`src/rtl/store_narrow_unit.sv`:
```
// ============================================================================
// Module      : store_narrow_unit
// Description : Narrows store data to byte/half/word, steers it onto memory
//               byte lanes and buffers it in a DEPTH-entry FIFO.
//               Optional macro STORE_MISALIGN_TRAP_EN adds a misalignment trap.
// Revision    : 1.0 - initial release
// ============================================================================
`default_nettype none

module store_narrow_unit #(
  parameter int DEPTH = 2
) (
  input  logic        clk,
  input  logic        rst_n,
  input  logic        req_valid,
  output logic        req_ready,
  input  logic [31:0] req_addr,
  input  logic [31:0] req_data,
  input  logic [1:0]  req_size,
  output logic        mem_valid,
  input  logic        mem_ready,
  output logic [31:0] mem_addr,
  output logic [31:0] mem_wdata,
  output logic [3:0]  mem_be,
`ifdef STORE_MISALIGN_TRAP_EN
  output logic        misalign_err,
  output logic [31:0] err_addr,
`endif
  output logic        busy
);

  localparam int PW = (DEPTH > 1) ? $clog2(DEPTH) : 1;
  localparam int CW = $clog2(DEPTH + 1);

  typedef enum logic [1:0] {
    S_EMPTY   = 2'd0,
    S_PARTIAL = 2'd1,
    S_FULL    = 2'd2
  } state_t;

  state_t          r_state;
  logic [CW-1:0]   r_count;
  logic [PW-1:0]   r_wr_ptr;
  logic [PW-1:0]   r_rd_ptr;
  logic [29:0]     r_addr_q [DEPTH];
  logic [31:0]     r_data_q [DEPTH];
  logic [3:0]      r_be_q   [DEPTH];

  logic [31:0]     w_wdata;
  logic [3:0]      w_be;
  logic            w_size_ok;
  logic            w_misalign;
  logic            w_accept;
  logic            w_push;
  logic            w_pop;
  logic [CW-1:0]   w_count_nxt;

  // Lane steering; size 11 is consumed by the handshake but never enqueued.
  always_comb begin
    w_wdata   = req_data;
    w_be      = 4'b1111;
    w_size_ok = 1'b1;
    case (req_size)
      2'b00: begin
        w_wdata = {4{req_data[7:0]}};
        w_be    = 4'b0001 << req_addr[1:0];
      end
      2'b01: begin
        w_wdata = {2{req_data[15:0]}};
        w_be    = req_addr[1] ? 4'b1100 : 4'b0011;
      end
      2'b10: begin
        w_wdata = req_data;
        w_be    = 4'b1111;
      end
      default: w_size_ok = 1'b0;
    endcase
  end

`ifdef STORE_MISALIGN_TRAP_EN
  assign w_misalign = ((req_size == 2'b01) && req_addr[0]) ||
                      ((req_size == 2'b10) && (req_addr[1:0] != 2'b00));
`else
  assign w_misalign = 1'b0;
`endif

  assign req_ready = (r_state != S_FULL);
  assign mem_valid = (r_state != S_EMPTY);
  assign busy      = mem_valid;
  assign w_accept  = req_valid & req_ready;
  assign w_push    = w_accept & w_size_ok & ~w_misalign;
  assign w_pop     = mem_valid & mem_ready;

  always_comb begin
    w_count_nxt = r_count;
    case ({w_push, w_pop})
      2'b10:   w_count_nxt = r_count + CW'(1);
      2'b01:   w_count_nxt = r_count - CW'(1);
      default: w_count_nxt = r_count;
    endcase
  end

  always_ff @(posedge clk) begin
    if (!rst_n) begin
      r_state  <= S_EMPTY;
      r_count  <= '0;
      r_wr_ptr <= '0;
      r_rd_ptr <= '0;
    end else begin
      r_count <= w_count_nxt;
      if (w_push) r_wr_ptr <= r_wr_ptr + PW'(1);
      if (w_pop)  r_rd_ptr <= r_rd_ptr + PW'(1);
      case (r_state)
        S_EMPTY:   if (w_push) r_state <= (w_count_nxt == CW'(DEPTH)) ? S_FULL : S_PARTIAL;
        S_PARTIAL: begin
          if (w_count_nxt == CW'(DEPTH))  r_state <= S_FULL;
          else if (w_count_nxt == '0)     r_state <= S_EMPTY;
        end
        S_FULL:    if (w_pop) r_state <= (w_count_nxt == '0) ? S_EMPTY : S_PARTIAL;
        default:   r_state <= S_EMPTY;
      endcase
    end
  end

  // Payload storage needs no reset: it is only visible while an entry is valid.
  always_ff @(posedge clk) begin
    if (w_push) begin
      r_addr_q[r_wr_ptr] <= req_addr[31:2];
      r_data_q[r_wr_ptr] <= w_wdata;
      r_be_q[r_wr_ptr]   <= w_be;
    end
  end

  assign mem_addr  = mem_valid ? {r_addr_q[r_rd_ptr], 2'b00} : 32'd0;
  assign mem_wdata = mem_valid ? r_data_q[r_rd_ptr] : 32'd0;
  assign mem_be    = mem_valid ? r_be_q[r_rd_ptr] : 4'd0;

`ifdef STORE_MISALIGN_TRAP_EN
  always_ff @(posedge clk) begin
    if (!rst_n) begin
      misalign_err <= 1'b0;
      err_addr     <= 32'd0;
    end else begin
      misalign_err <= w_accept & w_misalign;
      if (w_accept & w_misalign) err_addr <= req_addr;
    end
  end
`endif

endmodule

`default_nettype wire

```
`config.mk`:
```
export PLATFORM = sky130hd
export DESIGN_NAME = store_narrow_unit
export DESIGN_NICKNAME = d
export VERILOG_FILES = /design/src/rtl/store_narrow_unit.sv
export SDC_FILE = /design/constraint.sdc
export NUM_CORES = 1
export LEC_CHECK = 0
export CAP_MARGIN = 20
export CORE_ASPECT_RATIO = 0.9
export CORE_MARGIN = 2
export CORE_UTILIZATION = 45
export CTS_CLUSTER_DIAMETER = 120
export DETAILED_ROUTE_END_ITERATION = 10
export PLACE_DENSITY = 0.81
export RECOVER_POWER = 100
export SKIP_LAST_GASP = 1
export SYNTH_ARGS = -nofsm -noshare
export SYNTH_HDL_FRONTEND = slang
export SYNTH_SLANG_ARGS = --single-unit
```
`constraint.sdc`:
```
create_clock -name clk -period 2.69 [get_ports clk]
set_input_delay 0.269 -clock clk [delete_from_list [all_inputs] [get_ports clk]]
set_output_delay 0.269 -clock clk [all_outputs]
set_load 0.01 [all_outputs]
```
* After elaboration in Yosys (flattened, before gate mapping)
Memories as Yosys holds them, arrays and structs flattened. A register that Yosys moved wholly into a read port is not among the register bits.
Cells that the tools add are included.
** Word-level totals
- Register bits after elaboration :: 6
- Bits in latches :: 0
- Bits in writable memories :: 132
- Bits in read-only memories :: 0
- Input bits :: 70
- Output and inout bits :: 71
- Word-level logic and storage cells :: 55
- Memories :: 3
** Memory list
- r_data_q :: words 2, width 32, read ports 1, clocked after Yosys merged registers in 1, write ports 1, line 46 : logic [31:0] r_data_q [DEPTH];
- r_addr_q :: words 2, width 30, read ports 1, clocked after Yosys merged registers in 1, write ports 1, line 45 : logic [29:0] r_addr_q [DEPTH];
- r_be_q :: words 2, width 4, read ports 1, clocked after Yosys merged registers in 1, write ports 1, line 47 : logic [3:0] r_be_q [DEPTH];
** Operators by class
- $add $sub $neg :: 4
- $mul :: 0
- Div/mod/pow operators :: 0
- Magnitude comparators :: 0
- Equal/unequal tests :: 11
- Shift operators :: 1
- Muxes and demuxes :: 23
- Bitwise gates (word level) :: 3
- Reduce and logical (&&, ||, !) cells :: 6
** Operators with widths (count)
- $mux 32 :: 2
- $pmux 32 s2 :: 1
- $mux 1 :: 10
- $mux 2 :: 5
- $eq 2x2->1 const B :: 4
- $mux 4 :: 2
- $pmux 4 s2 :: 1
- $eq 2x1->1 const B :: 3
- $logic_not 2->1 :: 3
- $ne 2x2->1 const B :: 3
- $pmux 2 s3 :: 1
- $pmux 2 s2 :: 1
- $shl 1x2->4 const A :: 1
- $and 1x1->1 :: 3
- $ne 3x3->1 const B :: 1
- $reduce_and 3->1 :: 1
- $reduce_or 3->1 :: 1
- $add 1x1->1 const B :: 2
- $add 2x1->2 const B :: 1
- $reduce_bool 2->1 :: 1
- $sub 2x1->2 const B :: 1

* Depth between registers and ports, before layout
- Depth in word-level cells :: 10
- Gate-level depth with buffers :: 7
- Gate-level depth less buffers :: 6

* Worst setup path before layout
Ideal clock, no wire load.
- Kind :: register -> register
- Start point :: reg r_state[0]
- End point :: mem r_addr_q[1][0], enable pin
- Library setup time :: 0.432 ns
- Data arrival time :: 2.364 ns
- Data required time :: 2.258 ns
- Slack :: -0.105 ns
- Stages on the path, launching flop included :: 4
- Path buffers :: 1
- Period minus slack after synthesis :: 2.795 ns
- Path through :: dfxtp_1 -> nand2b_1 -> clkbuf_1 -> and3_1
** On the way
- Longest elaborated chain between the ends :: 5
** RTL lines
- start, declared :: line 41 : state_t r_state;
- start signal, assigned :: line 114 : S_EMPTY: if (w_push) r_state <= (w_count_nxt == CW'(DEPTH)) ? S_FULL : S_PARTIAL;
- start signal, assigned :: line 119 : S_FULL: if (w_pop) r_state <= (w_count_nxt == '0) ? S_EMPTY : S_PARTIAL;
- $ne 2x2->1 :: line 87 : assign req_ready = (r_state != S_FULL);
- net req_ready :: line 16 : output logic req_ready,
- $and 1x1->1 :: line 90 : assign w_accept = req_valid & req_ready;
- $and 1x1->1 :: line 91 : assign w_push = w_accept & w_size_ok & ~w_misalign;
- $mux 1 :: line 127 : if (w_push) begin
- $mux 1 (not written as such) :: line 128 : r_addr_q[r_wr_ptr] <= req_addr[31:2];
- end, declared :: line 45
The timed path passes the listed nets, and every way through them passes these cells.

* Worst setup path in the final report
- Start point :: reg r_state[1]
- End point :: out mem_addr[4]
** On the way
- Longest elaborated chain between the ends :: 2
** RTL lines
- $reduce_bool 2->1 :: line 88 : assign mem_valid = (r_state != S_EMPTY);
- $mux 32 :: line 134 : assign mem_addr = mem_valid ? {r_addr_q[r_rd_ptr], 2'b00} : 32'd0;
- end, declared :: line 22 : output logic [31:0] mem_addr,
No other way between the ends.

==> results.cfg <==
[floorplan]
placement_rows = 39
floorplan.die.height_um = 112
io_pins = 141
dieArea_um2 = 13800
initial_util_pct = 45.9
fp.dieW_um = 124
design.core.area_um2 = 12600

[finish]
regArea_um2 = 4110
num_antenna_cells = 0
final_nets = 600
fill_cells = 945
multi_input_area_um2 = 1560
final_layout_size_suffix_gt1_share_pct = 8.30
area_growth_syn_to_layout_pct = 35.7
final_design_area_no_fill_um2 = 7880
commonest_non_fill_non_tap_cell_in_the_layout = sky130_fd_sc_hd__edfxtp_1
final_cell_mix = 132 x sky130_fd_sc_hd__edfxtp_1, 91 x sky130_fd_sc_hd__clkdlybuf4s50_1, 74 x sky130_fd_sc_hd__mux2i_1

[sta]
worst_slew_margin_rel_pct = 11.6
timing.final.crit_period_ns = 2.50
tightestPinTransition_ns = 1.33
hold_violations = 0
setup-violations-final = 0
final_count_of_pins_violating_max_slew = 0
rsz0062_at_grt = false
timing.setup.tns_ns = 0
max_freq_mhz = 401
min_period_over_period_pct = 92.8
fin_worst_skew_ns = 0.00618

[routing]
routed_len_inst_um = 17.0
post-route-drc-count = 0
ant_nets = 0
wl_um = 12000
detailedRoute.firstPassIterationCount = 4
detail_route.iter0.violations = 183
via_count = 3648
avgViaCountPerCell = 5.17

[clock_network]
cts_htree_levels = 4
clock_tree_from_tritoncts = built
cts-buffers-inserted = 17
clock_sink_count = 139
clk-insertion-delay-late_ns = 0.41
worst_setup_hold_path_clk_slew_ns = 0.06
clk_path_buf_depth = 2
cts_hold_repair.buffers = 0
post_cts.resized_instances = 0
root_buffer = sky130_fd_sc_hd__clkbuf_16
postCtsSetupRepairBufs = 0

[synthesis]
synth_fa_ha_area_share_pct = 0.216
synth.distinct_cells = 35
syn-instance-count = 384
postSynth.asyncResetShare_pct = 0
synth_area_um2 = 5810
edff_count_synth = 132
post_synth_and_or_nand_nor_area_fraction_pct = 7.11
synth_compound_area_share_pct = 2.69
ys.warnings.count = 0
seq_area_frac_synth_pct = 70.7
synthXorXnorAreaFrac_pct = 0.754
combinational_family_with_the_most_area_after_synthesis = multiplexers
synth_seq_cells = 139
synthMuxAreaShare_pct = 15.9
synth.avg_cell_area_um2 = 15.1
synth_top_flop_cell = sky130_fd_sc_hd__edfxtp_1

[pwr]
fin_total_pwr_mw = 6.49
power.share.switching_pct = 27.2
power_per_cell_area_nw_per_um2 = 824
p_switching_mw = 1.77
share_seq_of_total_power_pct = 41.4
peakVddDrop_v = 0.000567
pwr-share-clk_pct = 31.4
leakage_nw = 2.69
cell_internal_pwr_mw = 4.73
part_of_the_power_in_combinational_logic_pct = 27.2

[hold_path]
worst_hold_path_type = in -> reg

[global_routing]
grt_busiest_layer = met2
global_route_wire_length_before_repair_um = 18600
grt_util_met2_pct = 29.1
gr-usage-met1_pct = 22.7
grt_pass1_vias = 3747
grt_start_max_net_pins = 59
grt_overflow_total = 0
grt.met3_usage_pct = 6.81
grt_antenna_before_repair = 0
grt_usage_pct = 18.2

[flow_run]
maxCapViolations = 0

[placement]
detailed_place_hpwl_um = 7870
gp_congestion = 0.760
buffer_ports.inserted = 138
place_area_um2 = 7430

[setup_path]
worst_setup_path_start_kind = register
worstPathArrival_ns = 2.23
worst_setup_path_end_kind = output pin
critical_path_class = reg -> out
cp_max_fo = 58
crit_required_ns = 2.42

[outcome]
run_status = complete, no violations
Yosys cell counts, types with 2 or more instances:
cell type	instances	area share [%]
sky130_fd_sc_hd__or3_1	2	0.22
sky130_fd_sc_hd__nand2b_1	2	0.22
sky130_fd_sc_hd__o21ai_0	12	1.0
sky130_fd_sc_hd__nand3b_1	2	0.26
sky130_fd_sc_hd__inv_1	6	0.39
sky130_fd_sc_hd__a21o_1	2	0.26
sky130_fd_sc_hd__a21oi_1	3	0.26
sky130_fd_sc_hd__xor2_1	2	0.30
sky130_fd_sc_hd__buf_4	8	1.0
sky130_fd_sc_hd__edfxtp_1	132	68
sky130_fd_sc_hd__mux2_2	16	3.1
sky130_fd_sc_hd__buf_2	10	0.86
sky130_fd_sc_hd__mux2i_1	74	13
sky130_fd_sc_hd__xnor2_1	3	0.45
sky130_fd_sc_hd__clkbuf_1	5	0.32
sky130_fd_sc_hd__nand2_1	9	0.58
sky130_fd_sc_hd__dfxtp_1	7	2.4
sky130_fd_sc_hd__nor2_1	71	4.6
sky130_fd_sc_hd__o21bai_1	2	0.26
sequential cells by signal, summed over array words and instances (netlist names), named ones only:
register / count
r_be_q: 8
r_state: 2
r_wr_ptr: 1
r_count: 2
r_data_q: 64
r_addr_q: 60
r_rd_ptr: 1
routing by layer:
layer	routed length (um)	share of wire, %	vias up
li1	-	-	1700
met3	971	8.1	11
met2	5880	49	147
met1	5030	42	1790
met5	0	0	-
met4	119	0.99	0
final cells by class:
class                   instances  area share [%]
clock buffers                  21            5.59
repair buffers                148            18.7
inverters                       6           0.286
flip-flops and latches        139            52.1
well taps                     164            2.60
clock inverters                11            1.00
multi-input cells             217            19.7
path summary, 6_finish.rpt:
kind / slack (ns) / cells past startpoint / endpoint / start
max: 0.19 / 4 / mem_addr[4] / r_state[1]
min: 0.51 / 1 / r_addr_q[1][25] / req_addr[27]
max reg2reg: 0.53 / 6 / r_state[0] / r_state[1]
min reg2reg: 0.53 / 2 / register / r_rd_ptr
stage by stage:
stage | std cells | hold WS (ns) | utilization [%] | setup WS (ns)
finish | 706 | 0.508 | 62.4 | 0.195
global placement | 674 | 0.492 | 58.8 | 0.465
floorplan | 385 | 0.368 | - | 0.143
CTS | 706 | 0.420 | 62.9 | 0.236
global route | 706 | 0.497 | 62.4 | 0.0682
detailed placement | 674 | 0.522 | 58.8 | 0.332
critical path, stage by stage, from the launching register on:
cell and delay [ns]:
sky130_fd_sc_hd__dfxtp_1 0.39, sky130_fd_sc_hd__nor2_4 0.28, sky130_fd_sc_hd__buf_6 0.44, sky130_fd_sc_hd__nor2_1 0.09
sky130_fd_sc_hd__dlygate4sd3_1 0.61
cells by family (layout without fill, tap and decap cells):
logic type,after synthesis,in the layout
AOI/OAI and AO/OA,25,25
xor gates and xnor gates,5,5
adders and majority gates,1,1
buffers and inverters,29,186
DFF,139,139
muxes,90,90
other,1,2
and+or+nand+nor,94,94
power by group through the flow:
stage	Sequential [mW]	Clock, mW	Combinational (mW)
final	2.69	2.04	1.77
after global routing	2.70	2.18	1.91
after CTS	2.68	2.08	1.86
after detailed placement	2.73	0	1.85
after global placement	2.72	0	1.81
after floorplan	2.66	0	0.982
Note: power is estimated with default switching activity, not from simulation.
